[src/rtl/fifo_arb_pkg.sv]
// Shared types and helpers for the round-robin FIFO write arbiter.
// The optional forced stall release is enabled by FIFO_ARB_STALL_RELEASE_EN.
package fifo_arb_pkg;

    typedef enum logic {
        IDLE,
        BURST
    } arb_state_t;

    // Width of a counter that must hold values 0..max_val, never narrower than one bit.
    function automatic int cnt_width(input int max_val);
        return (max_val < 2) ? 1 : $clog2(max_val + 1);
    endfunction

endpackage

[src/rtl/fifo_wr_arb_rr_pick.sv]
// Combinational round-robin priority encoder: first asserted request at or
// above rr_ptr, searching upward with wrap at NUM_REQ.
module rr_pick #(
    parameter int NUM_REQ = 4,
    parameter int PTR_W   = $clog2(NUM_REQ)
) (
    input  logic [NUM_REQ-1:0] req,
    input  logic [PTR_W-1:0]   rr_ptr,
    output logic [NUM_REQ-1:0] pick,
    output logic [PTR_W-1:0]   pick_idx,
    output logic               any
);

    int               idx;
    logic [PTR_W-1:0] idx_v;
    logic             found;

    always_comb begin
        pick     = '0;
        pick_idx = '0;
        found    = 1'b0;
        idx      = 0;
        idx_v    = '0;
        for (int k = 0; k < NUM_REQ; k++) begin
            // rr_ptr is always < NUM_REQ, so a single subtract is enough to wrap.
            idx = int'(rr_ptr) + k;
            if (idx >= NUM_REQ) idx = idx - NUM_REQ;
            idx_v = PTR_W'(idx);
            if (!found && req[idx_v]) begin
                found       = 1'b1;
                pick[idx_v] = 1'b1;
                pick_idx    = idx_v;
            end
        end
    end

    assign any = |req;

endmodule

[src/rtl/fifo_wr_arb.sv]
// Round-robin write arbiter sharing one FIFO write port among NUM_REQ producers.
// Define FIFO_ARB_STALL_RELEASE_EN to release a grant after STALL_LIMIT full-stall cycles.
module fifo_wr_arb
    import fifo_arb_pkg::*;
#(
    parameter int NUM_REQ     = 4,
    parameter int DATA_WIDTH  = 8,
    parameter int MAX_BURST   = 4,
    parameter int STALL_LIMIT = 8
) (
    input  logic                          clk,
    input  logic                          reset,
    input  logic [NUM_REQ-1:0]            req,
    input  logic [NUM_REQ*DATA_WIDTH-1:0] req_data,
    output logic [NUM_REQ-1:0]            grant,
    output logic [NUM_REQ-1:0]            ack,
    input  logic                          full,
    output logic                          wr,
    output logic [DATA_WIDTH-1:0]         w_data
);

    localparam int PTR_W = $clog2(NUM_REQ);
    localparam int CNT_W = $clog2(MAX_BURST + 1);

    if (NUM_REQ < 2 || NUM_REQ > 8 || MAX_BURST < 1 || MAX_BURST > 15 || STALL_LIMIT < 1)
    begin : g_bad_param
        $error("fifo_wr_arb: parameter out of supported range");
    end

    arb_state_t                            state;
    logic [PTR_W-1:0]                      owner;
    logic [PTR_W-1:0]                      rr_ptr;
    logic [PTR_W-1:0]                      next_ptr;
    logic [CNT_W-1:0]                      burst_cnt;
    logic [NUM_REQ-1:0][DATA_WIDTH-1:0]    req_word;
    logic [NUM_REQ-1:0]                    pick;
    logic [PTR_W-1:0]                      pick_idx;
    logic                                  pick_any;
    logic                                  in_burst;
    logic                                  owner_req;
    logic                                  last_word;
    logic                                  stall_hit;
    logic                                  burst_exit;

    assign req_word = req_data;

    rr_pick #(
        .NUM_REQ (NUM_REQ),
        .PTR_W   (PTR_W)
    ) u_rr_pick (
        .req      (req),
        .rr_ptr   (rr_ptr),
        .pick     (pick),
        .pick_idx (pick_idx),
        .any      (pick_any)
    );

    assign in_burst  = (state == BURST);
    assign owner_req = req[owner];
    assign last_word = (burst_cnt == CNT_W'(MAX_BURST - 1));
    assign next_ptr  = (owner == PTR_W'(NUM_REQ - 1)) ? '0 : owner + 1'b1;

    // Write path is combinational off the registered grant so a write can land
    // in the same cycle full drops.
    always_comb begin
        wr     = in_burst & owner_req & ~full;
        ack    = wr ? grant : '0;
        w_data = in_burst ? req_word[owner] : '0;
    end

`ifdef FIFO_ARB_STALL_RELEASE_EN
    localparam int STALL_W = cnt_width(STALL_LIMIT - 1);

    logic [STALL_W-1:0] stall_cnt;

    assign stall_hit = in_burst & owner_req & full &
                       (stall_cnt == STALL_W'(STALL_LIMIT - 1));

    // Any write or exit breaks the run of consecutive stalls.
    always_ff @(posedge clk) begin
        if (reset || !in_burst || !(owner_req & full) || burst_exit) begin
            stall_cnt <= '0;
        end else if (stall_cnt != STALL_W'(STALL_LIMIT - 1)) begin
            stall_cnt <= stall_cnt + 1'b1;
        end
    end
`else
    assign stall_hit = 1'b0;
`endif

    assign burst_exit = in_burst & (~owner_req | (wr & last_word) | stall_hit);

    always_ff @(posedge clk) begin
        if (reset) begin
            state     <= IDLE;
            grant     <= '0;
            owner     <= '0;
            rr_ptr    <= '0;
            burst_cnt <= '0;
        end else begin
            case (state)
                IDLE: begin
                    if (pick_any) begin
                        state     <= BURST;
                        grant     <= pick;
                        owner     <= pick_idx;
                        burst_cnt <= '0;
                    end
                end
                BURST: begin
                    if (burst_exit) begin
                        state     <= IDLE;
                        grant     <= '0;
                        burst_cnt <= '0;
                        rr_ptr    <= next_ptr;
                    end else if (wr) begin
                        burst_cnt <= burst_cnt + 1'b1;
                    end
                end
                default: begin
                    state <= IDLE;
                    grant <= '0;
                end
            endcase
        end
    end

endmodule

[config.mk]
export PLATFORM = sky130hd
export DESIGN_NAME = fifo_wr_arb
export DESIGN_NICKNAME = d
export VERILOG_FILES = /design/src/rtl/fifo_arb_pkg.sv /design/src/rtl/fifo_wr_arb_rr_pick.sv /design/src/rtl/fifo_wr_arb.sv
export SDC_FILE = /design/constraint.sdc
export NUM_CORES = 1
export LEC_CHECK = 0
export ABC_CLOCK_PERIOD_IN_PS = 3170
export CAP_MARGIN = 0
export CORE_UTILIZATION = 34
export CTS_CLUSTER_DIAMETER = 200
export DETAILED_ROUTE_END_ITERATION = 8
export PLACE_DENSITY = 0.68
export REMOVE_ABC_BUFFERS = 1
export SETUP_SLACK_MARGIN = 0.1
export SYNTH_ARGS = -nofsm -noshare
export SYNTH_HDL_FRONTEND = slang
export SYNTH_SLANG_ARGS = --single-unit
[constraint.sdc]
create_clock -name clk -period 3.17 [get_ports clk]
set_input_delay 0.634 -clock clk [delete_from_list [all_inputs] [get_ports clk]]
set_output_delay 0.634 -clock clk [all_outputs]
set_load 0.02 [all_outputs]
Word-level counts from Yosys, hierarchy flattened
Index checks and enable logic that the tools add are counted.

Output and inout bits: 17. Bits of input ports: 39. Logic and storage cells: 106. Bits in registers: 12.

Equality and inequality tests: 5. $add $sub $neg: 9. Reduce and logical (&&, ||, !) cells: 15. Mux-type cells: 48. $lt $le $gt $ge: 13. Bitwise logic cells: 11.

Operator list (number): $mux W4 (7); $mux W2 (9); $bmux W8 S2 (1); $mux W8 (2); $lt A2 B3 Y1 const B (5); $mux W1 (14); $or A4 B4 Y4 (3); $bmux W1 S2 (5); $ge A3 B3 Y1 const B (3); $mux W3 (3); $demux W1 S2 (4); $ge A2 B1 Y1 const B (4); $pmux W4 S2 (1); $reduce_and A2 Y1 (4); $sub A2 B1 Y2 const B (4); $logic_and A1 B1 Y1 (7); $add A2 B2 Y3 const B (2); $pmux W3 S2 (1); $and A1 B1 Y1 (4); $reduce_or A4 Y1 (1); $add A2 B1 Y3 const B (1); $add A3 B1 Y3 const B (1); $eq A3 B2 Y1 const B (1); $ge A2 B3 Y1 const B (1); other kinds (9) (13).

Logic depth before layout (Yosys ltp)
Word-level depth: 16. Mapped depth: 7. Mapped depth without buffers: 6.

Cells and area by module
Synthesis repeated with hierarchy kept, for this count alone.

Cell total of the unflattened synthesis: 130. Area, all modules: 1238.7 µm².

Modules (own cells, without submodules): fifo_wr_arb (area each 827.0 µm², cells an instance 81, instances 1, sequential area each 240.2 µm²); rr_pick (area each 411.6 µm², cells an instance 49, instances 1, sequential area each 0.0 µm²).

Worst setup path before layout
OpenSTA, ideal clock, no wires.

Kind: register -> register. Start: register rr_ptr[0]. End: register grant[2]. Clock period less this slack: 2518 ps. Slack: 652 ps. Required time: 3112 ps. Arrival: 2460 ps. Stages on the path, launching flop included: 8. Library setup time: 58 ps. Path buffers: 1. Cell sequence: dfxtp_1 buf_6 inv_1 ha_1 mux4_2 or4b_4 nor2_4 a221o_2.

Word-level cells in the longest chain between the ends: 16. Elaborated cells on any way between the ends: 61. Those cells by class: add/sub (7); order compare (12); mux (29); bitwise (3); reduce/logical (10).

RTL lines: from (decl) (RTL line fifo_wr_arb.sv:32) `logic [PTR_W-1:0] rr_ptr;`; from (signal assigned) (RTL line fifo_wr_arb.sv:115) `rr_ptr <= next_ptr;`; parallel branches: the longest is 13 deep, another holds $add A2 B1 Y3; $mux W4 (*) (RTL line fifo_wr_arb_rr_pick.sv:29) `if (!found && req[idx_v]) begin`; $mux W4 (*) (RTL line fifo_wr_arb.sv:103) `if (pick_any) begin`; $pmux W4 S2 (*) (RTL line fifo_wr_arb.sv:101) `case (state)`; to (signal assigned) (RTL line fifo_wr_arb.sv:105) `grant <= pick;`; to (decl) (RTL line fifo_wr_arb.sv:15) `output logic [NUM_REQ-1:0] grant,`.

Mark *: on every way between the ends. The select of a mux whose other input is x is not followed. A chain may end at the register's enable or synchronous reset.

Worst setup path in the final report
Start: input port req[3]. End: output port ack[3].

Word-level cells in the longest chain between the ends: 5.

RTL lines: from (decl) (RTL line fifo_wr_arb.sv:13) `input logic [NUM_REQ-1:0] req,`; $bmux W1 S2 (RTL line fifo_wr_arb.sv:59) `assign owner_req = req[owner];`; $mux W1 (implied by the code) (RTL line fifo_wr_arb.sv:59); $and A1 B1 Y1 (2 in a row) (RTL line fifo_wr_arb.sv:66) `wr = in_burst & owner_req & ~full;`; $mux W4 (RTL line fifo_wr_arb.sv:67) `ack = wr ? grant : '0;`; to (decl) (RTL line fifo_wr_arb.sv:16) `output logic [NUM_REQ-1:0] ack,`.

No other way between the ends. The select of a mux whose other input is x is not followed.

==> results.toml <==
[outcome]
status = "completed"

[critical_path]
required_ns = 2.54
crit_type = "input pin to primary output"
path_depth = 5
worstSetupStartpointType = "input pin"
cp_cell_sequence = "clkdlybuf4s50_1, mux4_2, and3b_1, and2_1, dlygate4sd2_1"
rrSetupSlack_ns = 0.72
r2r-start = "rr_ptr[0]"
cp-end-kind = "primary output"
arrival_ns = 2.28
critPathLaunch = "req[3]"
endpoint = "ack[3]"
crit_path_max_fanout = 5
cp_num_buf_inv = 2
max_stage_delay_ns = 0.52
critical_path.top_delay_family = "buffers and inverters"
cpMaxStageDelayCell = "mux4_2"
r2r-end = "grant[1]"
reg2reg_depth = 6

[route]
via_per_inst = 5.39
route.detailed.drc = 0
drtIter0Drc = 64
wl_per_cell_um = 14.7
ant_nets = 0
drt-total-wl_um = 3360
drtPass1Iterations = 4
num_vias = 1234

[grt]
grtUsageTotal = 0.180
grt_pass1_wl_um = 5750
grt_pass1_vias = 1242
grt_start_max_net_pins = 16
antenna_found_initial = 0
overflow = 0

[final_layout]
final_layout_size_suffix_gt1_frac = 0.180
syn2layout_area_growth_pct = 53.6
diodes = 0
nets = 233

[placement]
place.gp.congestion = 0.792
port_buffers = 55
dpl.hpwl_um = 2730
place_ws_ns = 0.0363

[synth]
synth_ff_type = "dfxtp_1"
synth_top_area_frac = 0.218
yosysSeqAreaShare = 0.194
ys_seq_elements = 12
async_reset_ff_frac = 0
synth_fa_ha_area_frac = 0.101
synthSimpleGateAreaFrac = 0.217
synth_compound_area_frac = 0.168
synthTopCellsByArea = "mux4_2 (22%), dfxtp_1 (19%), ha_1 (10%), and2_1 (6.0%), a221o_1 (3.2%)"
synth-xor-area-share = 0
synth_top_family_by_area = "multiplexers"
synth_warnings = 0
synth_edf_count = 0
avgSynthCellArea_um2 = 10.2
synth.mux.area_fraction = 0.264
yosys.area.top_type = "mux4_2"
synth_cells = 122
synth_common_cells = "and2_1 (12), dfxtp_1 (12), mux4_2 (12)"
yosysUniqueCellTypes = 42
syn_area_mm2 = 0.00124

[timing]
setup_ws_ns = 0.255
post-route-min-period_ns = 2.91
finalCritPeriodShare = 0.919
max-slew-margin-rel = 0.644
finalHoldViolCount = 0
finalSetupViolCount = 0
max_freq_ghz = 0.343
final_max_slew_viol_count = 0
rsz0062_at_grt = "false"
final.setup_skew_ns = 0.00686
fin_tns_setup_ns = 0
tightest_slew_ns = 0.528

[pwr]
power_density_mw_per_mm2 = 324
vdd_drop_max_uv = 163
p_leak_uw = 0.000757

[cts]
cts_tree = "yes"
ctsHoldBuffers = 0
htreeDepth = 1
cts-buffers-inserted = 3
clock-sinks = 12
clk_latency_ns = 0.27
post_cts_buffers = 0
clockRootBuffer = "clkbuf_4"
ctsResizeCount = 5
clkTransAtPathRegs_ns = 0.07
clockBufferDepth = 2

[floorplan]
start_util = 0.363
io_pins = 56
die_w_um = 62.4
die_area_mm2 = 0.00390
placementRows = 21
die_h_um = 62.4
core_region_area_mm2 = 0.00342

[worst_hold_path]
min_path_type = "register to register"

[run]
timing.max_cap.violations = 0
-- worst min-delay path by stage --
stage | startpoint | endpoint | slack (ns) | depth (start not counted)
after CTS | burst_cnt[2] | burst_cnt[2] | 0.47 | 1
after global routing | burst_cnt[2] | burst_cnt[2] | 0.48 | 1
after floorplan | burst_cnt[2] | burst_cnt[2] | 0.43 | 1
final | burst_cnt[2] | burst_cnt[2] | 0.46 | 1
after detailed placement | burst_cnt[2] | burst_cnt[2] | 0.45 | 1
after global placement | burst_cnt[1] | burst_cnt[1] | 0.45 | 1
-- cell families after synthesis --
family          count (synthesis)
buf+inv                        15
fa+ha+maj                      10
mux                            16
flops                          12
simple gates                   42
compound gates                 27
-- worst reg2reg max path: stages (launching register included) --
cell and delay [ns]:
dfxtp_1 0.34, inv_1 0.09, ha_1 0.44, mux4_2 0.65, or4b_4 0.59, nor2_4 0.12, a221o_1 0.15
-- per-layer routing --
metal | vias to the layer above | global-route usage | routed length (µm)
met5 | - | 0 | 0
met3 | 2 | 0.00730 | 138
met4 | 0 | 0.0349 | 19
li1 | 595 | - | -
met2 | 35 | 0.345 | 1820
met1 | 602 | 0.220 | 1380
-- registers in the layout, summed over array words and instances (netlist names) --
name	cells
owner	2
in_burst	1
rr_ptr	2
grant	4
burst_cnt	3
-- cell usage in the layout (no fill, tap or decap), drive strengths merged, types with 2 or more instances in the layout --
master | synthesis | routed
clkdlybuf4s50 | 0 | 50
and2 | 12 | 12
o21ai | 2 | 2
nand3 | 2 | 2
dlygate4sd2 | 0 | 5
nor3 | 3 | 3
nand3b | 3 | 3
a211oi | 2 | 2
a21oi | 6 | 6
mux4 | 13 | 13
clkbuf | 2 | 4
dfxtp | 12 | 12
ha | 10 | 10
a221oi | 3 | 3
a211o | 3 | 3
buf | 5 | 9
nor2b | 2 | 2
nand2b | 2 | 2
a221o | 5 | 5
inv | 8 | 8
and3b | 2 | 2
mux2i | 2 | 2
nor2 | 9 | 9
-- power breakdown --
part | total (µW) | internal, µW | switching, µW
logic | 316 | 179 | 137
registers | 182 | 164 | 18.0
clock network | 120 | 69.6 | 50.1
total | 618 | 413 | 205
-- metrics by stage --
stage,total power [µW],util,area [µm²],std cells,hold WS (ns)
floorplan,363,-,1200,115,0.432
global placement,495,0.549,1880,225,0.454
detailed placement,503,0.549,1880,225,0.451
CTS,622,0.558,1910,229,0.470
global route,658,0.558,1910,229,0.481
finish,618,0.558,1910,229,0.464
-- layout make-up --
class                   instances  area, µm²
fillers                       299       1510
clock buffers                   4       36.3
repair buffers                 64        612
multi-input cells              95        931
flip-flops and latches         12        240
inverters                       8       30.0
well taps                      46       57.6
No activity file was read; power rests on OpenSTA's default activity.
